===== src/rtl/reg_op_sequencer.sv =====
// reg_op_sequencer
// Initiator-side controller for the 16x8 calculator register file.
// Takes one register-to-register command, reads its operands through the
// file's two asynchronous read ports, runs an 8-bit ALU operation, writes the
// result back to rd and returns the result with carry/zero flags.
//
// The register file has no write enable and writes on every negedge of nclk.
// Outside an active write, the write port is therefore pointed at read port A
// with the data taken straight from rf_out_A. Each negedge then rewrites a
// register with its own unchanged value.

module reg_op_sequencer #(
    parameter int W  = 8,
    parameter int AW = 4
) (
    input  logic          nclk,
    input  logic          rst,
    input  logic          cmd_valid,
    output logic          cmd_ready,
    input  logic [2:0]    cmd_op,
    input  logic [AW-1:0] cmd_rd,
    input  logic [AW-1:0] cmd_rs1,
    input  logic [AW-1:0] cmd_rs2,
    input  logic [W-1:0]  cmd_imm,
    output logic [AW-1:0] rf_address_A,
    output logic [AW-1:0] rf_address_B,
    output logic [AW-1:0] rf_address_D,
    output logic [W-1:0]  rf_data_in,
    input  logic [W-1:0]  rf_out_A,
    input  logic [W-1:0]  rf_out_B,
    output logic          rsp_valid,
    input  logic          rsp_ready,
    output logic [W-1:0]  rsp_data,
    output logic          rsp_carry,
    output logic          rsp_zero,
    output logic          busy
);

    localparam logic [2:0] S_IDLE  = 3'd0;
    localparam logic [2:0] S_READ  = 3'd1;
    localparam logic [2:0] S_EXEC  = 3'd2;
    localparam logic [2:0] S_WRITE = 3'd3;
    localparam logic [2:0] S_DONE  = 3'd4;

    localparam logic [2:0] OP_ADD  = 3'd0;
    localparam logic [2:0] OP_SUB  = 3'd1;
    localparam logic [2:0] OP_AND  = 3'd2;
    localparam logic [2:0] OP_OR   = 3'd3;
    localparam logic [2:0] OP_XOR  = 3'd4;
    localparam logic [2:0] OP_ADDI = 3'd5;
    localparam logic [2:0] OP_LDI  = 3'd6;
    localparam logic [2:0] OP_NOP  = 3'd7;

    logic [2:0]    state;
    logic [2:0]    next_state;
    logic          accept;
    logic [2:0]    op_q;
    logic [AW-1:0] rd_q;
    logic [W-1:0]  imm_q;
    logic [W-1:0]  opa_q;
    logic [W-1:0]  opb_q;
    logic [W-1:0]  result_q;
    logic          carry_q;
    logic          zero_q;
    logic [W:0]    alu_full;
    logic          write_phase;
    logic [AW-1:0] addr_a_next;
    logic [AW-1:0] addr_d_next;

    assign accept = cmd_valid && cmd_ready;

    // Next-state decode for the five-step command sequence
    always_comb begin
        next_state = state;
        case (state)
            S_IDLE:  if (accept) next_state = S_READ;
            S_READ:  next_state = S_EXEC;
            S_EXEC:  next_state = S_WRITE;
            S_WRITE: next_state = S_DONE;
            S_DONE:  if (rsp_ready) next_state = S_IDLE;
            default: next_state = S_IDLE;
        endcase
    end

    // State register plus registered handshake/status outputs decoded from the next state
    always_ff @(posedge nclk or posedge rst) begin
        if (rst) begin
            state     <= S_IDLE;
            cmd_ready <= 1'b0;
            busy      <= 1'b0;
            rsp_valid <= 1'b0;
        end else begin
            state     <= next_state;
            cmd_ready <= (next_state == S_IDLE);
            busy      <= (next_state != S_IDLE);
            rsp_valid <= (next_state == S_DONE);
        end
    end

    // Latch the command fields on the accepting edge; they stay put for the whole command
    always_ff @(posedge nclk or posedge rst) begin
        if (rst) begin
            op_q  <= OP_NOP;
            rd_q  <= '0;
            imm_q <= '0;
        end else if (accept) begin
            op_q  <= cmd_op;
            rd_q  <= cmd_rd;
            imm_q <= cmd_imm;
        end
    end

    // Read-port A only moves on accept; write port targets rd only for a real write
    always_comb begin
        addr_a_next = accept ? cmd_rs1 : rf_address_A;
        addr_d_next = addr_a_next;
        if ((next_state == S_WRITE) && (op_q != OP_NOP)) begin
            addr_d_next = rd_q;
        end
    end

    // Registered register-file addresses
    always_ff @(posedge nclk or posedge rst) begin
        if (rst) begin
            rf_address_A <= '0;
            rf_address_B <= '0;
            rf_address_D <= '0;
        end else begin
            rf_address_A <= addr_a_next;
            if (accept) begin
                rf_address_B <= cmd_rs2;
            end
            rf_address_D <= addr_d_next;
        end
    end

    // Capture both operands from the asynchronous read ports at the end of READ
    always_ff @(posedge nclk or posedge rst) begin
        if (rst) begin
            opa_q <= '0;
            opb_q <= '0;
        end else if (state == S_READ) begin
            opa_q <= rf_out_A;
            opb_q <= rf_out_B;
        end
    end

    // ALU: 9-bit result whose top bit is carry for adds and borrow for SUB
    always_comb begin
        alu_full = {1'b0, opa_q};
        case (op_q)
            OP_ADD:  alu_full = {1'b0, opa_q} + {1'b0, opb_q};
            OP_SUB:  alu_full = {1'b0, opa_q} - {1'b0, opb_q};
            OP_AND:  alu_full = {1'b0, opa_q & opb_q};
            OP_OR:   alu_full = {1'b0, opa_q | opb_q};
            OP_XOR:  alu_full = {1'b0, opa_q ^ opb_q};
            OP_ADDI: alu_full = {1'b0, opa_q} + {1'b0, imm_q};
            OP_LDI:  alu_full = {1'b0, imm_q};
            default: alu_full = {1'b0, opa_q};
        endcase
    end

    // Register the ALU result and flags at the end of EXEC; they back the response outputs
    always_ff @(posedge nclk or posedge rst) begin
        if (rst) begin
            result_q <= '0;
            carry_q  <= 1'b0;
            zero_q   <= 1'b0;
        end else if (state == S_EXEC) begin
            result_q <= alu_full[W-1:0];
            carry_q  <= alu_full[W];
            zero_q   <= (alu_full[W-1:0] == '0);
        end
    end

    // Reset forces state to IDLE immediately, so a write is aborted before its negedge
    assign write_phase = (state == S_WRITE) && (op_q != OP_NOP);
    assign rf_data_in  = write_phase ? result_q : rf_out_A;

    assign rsp_data  = result_q;
    assign rsp_carry = carry_q;
    assign rsp_zero  = zero_q;

endmodule


===== config.mk =====
export PLATFORM = sky130hd
export DESIGN_NAME = reg_op_sequencer
export DESIGN_NICKNAME = d
export VERILOG_FILES = /design/src/rtl/reg_op_sequencer.sv
export SDC_FILE = /design/constraint.sdc
export NUM_CORES = 1
export LEC_CHECK = 0
export CORE_ASPECT_RATIO = 1.2
export CORE_UTILIZATION = 50
export DETAILED_ROUTE_END_ITERATION = 10
export GPL_ROUTABILITY_DRIVEN = 0
export HOLD_SLACK_MARGIN = 0.1
export PLACE_DENSITY_LB_ADDON = 0.12
export SKIP_LAST_GASP = 1
export SYNTH_ARGS = -nofsm -noshare
export SYNTH_HDL_FRONTEND = slang
export SYNTH_SLANG_ARGS = --single-unit

===== constraint.sdc =====
create_clock -name nclk -period 5.9 [get_ports nclk]
set_input_delay 1.475 -clock nclk [delete_from_list [all_inputs] [get_ports nclk]]
set_output_delay 1.475 -clock nclk [all_outputs]
set_load 0.02 [all_outputs]

* Word-level counts from Yosys, hierarchy flattened
Index checks and enable logic that the tools add are counted.
** Word-level totals
- Register bits :: 59
- Input bits :: 43
- Output and inout bits :: 33
- Word-level logic and storage cells :: 49
** Cells by class
- $add $sub $neg :: 3
- Equal/unequal tests :: 13
- Mux-type cells :: 7
- Bitwise operators :: 3
- Reduce and logical (&&, ||, !) cells :: 8
** Operators with widths (count)
- $pmux 9 s7 :: 1
- $add 8x8->9 :: 2
- $eq 3x2->1 const B :: 5
- $eq 3x3->1 const B :: 5
- $pmux 3 s5 :: 1
- $logic_not 3->1 :: 3
- $sub 8x8->9 :: 1
- $and 8x8->8 :: 1
- $logic_not 8->1 :: 1
- $mux 4 :: 2
- $mux 8 :: 1
- $or 8x8->8 :: 1
- $xor 8x8->8 :: 1
- $eq 3x1->1 const B :: 2
- $mux 3 :: 2
- $logic_and 1x1->1 :: 3
- $ne 3x3->1 const B :: 1
- $reduce_bool 3->1 :: 1

* Logic depth before layout (Yosys ltp)
- Depth in word-level cells :: 6
- Depth in mapped cells :: 14
- Gate-level depth less buffers :: 13

* Worst setup path after synthesis
Ideal clock, no wire load.
- Kind :: input-to-output
- Start point :: input rf_out_A[0]
- End point :: output rf_data_in[0]
- Arrival :: 1.777 ns
- Required time :: 4.425 ns
- Path slack :: 2.648 ns
- Cell stages on the path :: 1
- Path buffers :: 0
- Path through :: mux2_2
** Between the ends
- Word-level cells in the longest chain between the ends :: 1
** Ends and longest elaborated chain
- from (decl) :: line 29 : input logic [W-1:0] rf_out_A,
- $mux 8 :: line 178 : assign rf_data_in = write_phase ? result_q : rf_out_A;
- to (decl) :: line 28 : output logic [W-1:0] rf_data_in,
No other way between the ends.

* Worst setup path in the final report
- Start point :: register op_q[2]
- End point :: output rf_data_in[2]
** Between the ends
- Word-level cells in the longest chain between the ends :: 3
** Ends and longest elaborated chain
- from (decl) :: line 57 : logic [2:0] op_q;
- from (signal assigned) :: line 107 : op_q <= cmd_op;
- $ne 3x3->1 :: line 177 : assign write_phase = (state == S_WRITE) && (op_q != OP_NOP);
- $logic_and 1x1->1 :: line 177
- $mux 8 :: line 178
No other way between the ends.

==> qor.csv <==
metric,value,unit
initial drt markers,110,
wire length per cell,15.2,um
ant diodes,0,
register area share after synthesis,41.1,%
Worst Tran Pin Value,0.963,ns
layout filler cell count,609,
required time worst endpoint,4.43,ns
P_leak,2.00,nW
Post-route DRC,0,
pre-CTS setup slack,1.70,ns
Die X,79.5,um
Post-synth EDFFs,0,
Fin. Hold Viols,0,
FF+latch area,0.00148,sq mm
Clock Skew,0.0106,ns
# hold bufs at CTS,0,
CP arrival,2.85,ns
most common cell in the synthesized netlist,dfrtp_1,
# H-tree levels,3,
Fmax achieved,0.231,GHz
"Period Utilization, post-route",73.3,%
Main synth FF type,dfrtp_1,
unrepaired setup endpoints after global routing,no,
Clock Pin Slew Worst Setup and Hold Paths,0.06,ns
# port buffers,75,
ANT nets after route,0,
Pre-antenna DRT Iters,5,
TNS Setup,0,ns
share of layout cells above drive strength 1,16.6,%
Root Driver,clkbuf_8,
post-cts resize count,0,
core area,0.00690,sq mm
Hold Slack,0.478,ns
via count,2885,
DP HPWL,5880,um
Die Height,95.0,um
Crit Path Max Fanout,37,
All-Layer GR Usage,23.1,%
#FFs+latches synth,59,
max-cap viol count,0,
antenna violations before repair,0,
Yosys cell types,56,
Site Rows,33,
first-pass GRT wire length,13100,um
vias per inst,5.54,
Synth Cell Area,0.00360,sq mm
fin nets,500,
worst setup margin,1.58,ns
run status,"complete, no violations",
critical path class,reg2out,
Hold Path Class,reg2reg,
share of the synthesized area in the top cell type,38.9,%
CTS tree,built,
Worst Setup End Kind,primary output,
Async SR Flop Fraction,100,%
Yosys top cell by area,dfrtp_1,
fin crit period,4.32,ns
slew margin rel.,35.7,%
clock latency on the worst-skew pair,0.35,ns
area grow syn2layout,27.8,%
# IOs,76,
Area contributors post-synth,"dfrtp_1 39%, mux2_2 12%, ha_1 9.4%",
clock buffer depth,2,
clock buffer count from CTS,9,
"Setup Fix Bufs, Post-CTS",0,
synthesized instance count,359,
Avg Inst Size Synth,10.0,sq um
synth warn,0,
Multi-input gate area,0.00193,sq mm
final setup violation count,0,
Clock Sinks,59,
Pwr Density,640,mW/mm^2
largest net degree at the start of global routing,60,
die area,0.00755,sq mm
Final Max Slew Viols,0,
drt total wl,7900,um
vias in the first global route,2782,
Synth Net Count,430,
initial core utilization,52.2,%
CP startpoint kind,register,
Overflow after GRT,0,
Commonest cells post-synth,"56 x dfrtp_1, 39 x mux2_2, 38 x nand2_1",
Worst IR Drop VDD,396,uV
==> cell usage in the layout, fill, tap and decap left out, drive strengths merged, types with 2 or more instances in the layout <==
master / instances
a211oi: 4
a21boi: 2
a21o: 2
a21oi: 18
a22oi: 5
a311oi: 2
a31oi: 3
buf: 2
bufinv: 3
clkbuf: 10
clkdlybuf4s50: 75
clkinv: 3
dfrtp: 56
dfstp: 3
ha: 27
inv: 23
mux2: 40
mux2i: 4
nand2: 39
nand2b: 7
nand3: 6
nand3b: 6
nor2: 10
nor2b: 2
nor3: 14
nor3b: 2
o21ai: 38
o22ai: 5
o31ai: 2
xnor2: 3
==> final timing paths <==
check,end,slack [ns],depth (start not counted),startpoint
min reg2reg,rsp_carry,0.48,2,rsp_carry
min,rsp_carry,0.48,2,rsp_carry
max,rf_data_in[2],1.58,4,op_q[2]
max in group asynchronous,rsp_data[7],3.74,3,rst
max reg2reg,rsp_zero,2.30,11,op_q[2]
min in group asynchronous,rf_address_B[0],1.64,3,rst
==> cell type report <==
class | count | share of cell area [%]
clock buffers | 10 | 2.77
clock inverters | 6 | 2.28
inverters | 23 | 1.88
multi-input cells | 259 | 41.9
flip-flops and latches | 59 | 32.2
well taps | 87 | 2.37
repair buffers | 77 | 16.6
==> logic make-up after synthesis <==
logic type / share of synthesized area [%]
fa+ha+maj: 9.94
buf+inv: 5.52
xor+xnor: 0.973
mux: 14.4
flops: 41.1
compound gates: 15.3
simple gates: 12.8
==> metrics by stage <==
| step | util, % | instance area (sq um) | std cells | power (mW) |
|---|---|---|---|---|
| after floorplan | - | 3600 | 359 | 2.03 |
| after global placement | 63.3 | 4370 | 505 | 2.45 |
| after detailed placement | 63.3 | 4370 | 505 | 2.50 |
| after CTS | 66.7 | 4600 | 521 | 2.95 |
| after global routing | 66.7 | 4600 | 521 | 3.18 |
| final | 66.7 | 4600 | 521 | 2.94 |
==> worst max-delay path, stage by stage (launching register included) <==
cell and delay, ns:
dfstp_2 0.96, nand3_1 0.33, nor2b_1 0.35, mux2_2 0.27, clkdlybuf4s50_1 0.59
==> power by group <==
part	internal (mW)	leakage, nW	total [mW]	switching, mW
Combinational	0.789	1.17	1.65	0.858
Sequential	0.619	0.712	0.860	0.241
Clock	0.278	0.120	0.436	0.157
==> state kept, by name, summed over array words and instances, names as in the netlist <==
name and count:
imm_q 8, opa_q 8, opb_q 8, rsp_data 8, rd_q 4, rf_address_A 4, rf_address_B 4, rf_address_D 4
op_q 3, state 3, busy 1, cmd_ready 1, rsp_carry 1, rsp_valid 1, rsp_zero 1
==> per-layer routing <==
layer / vias to the layer above / part of all wire (%) / GRT usage (%)
met4: 0 / 1.9 / 11.1
met5: - / 0 / 0
met3: 14 / 4.3 / 5.80
li1: 1419 / - / -
met1: 1371 / 45 / 28.8
met2: 81 / 49 / 37.3
Power figures use the tool's default switching activity.
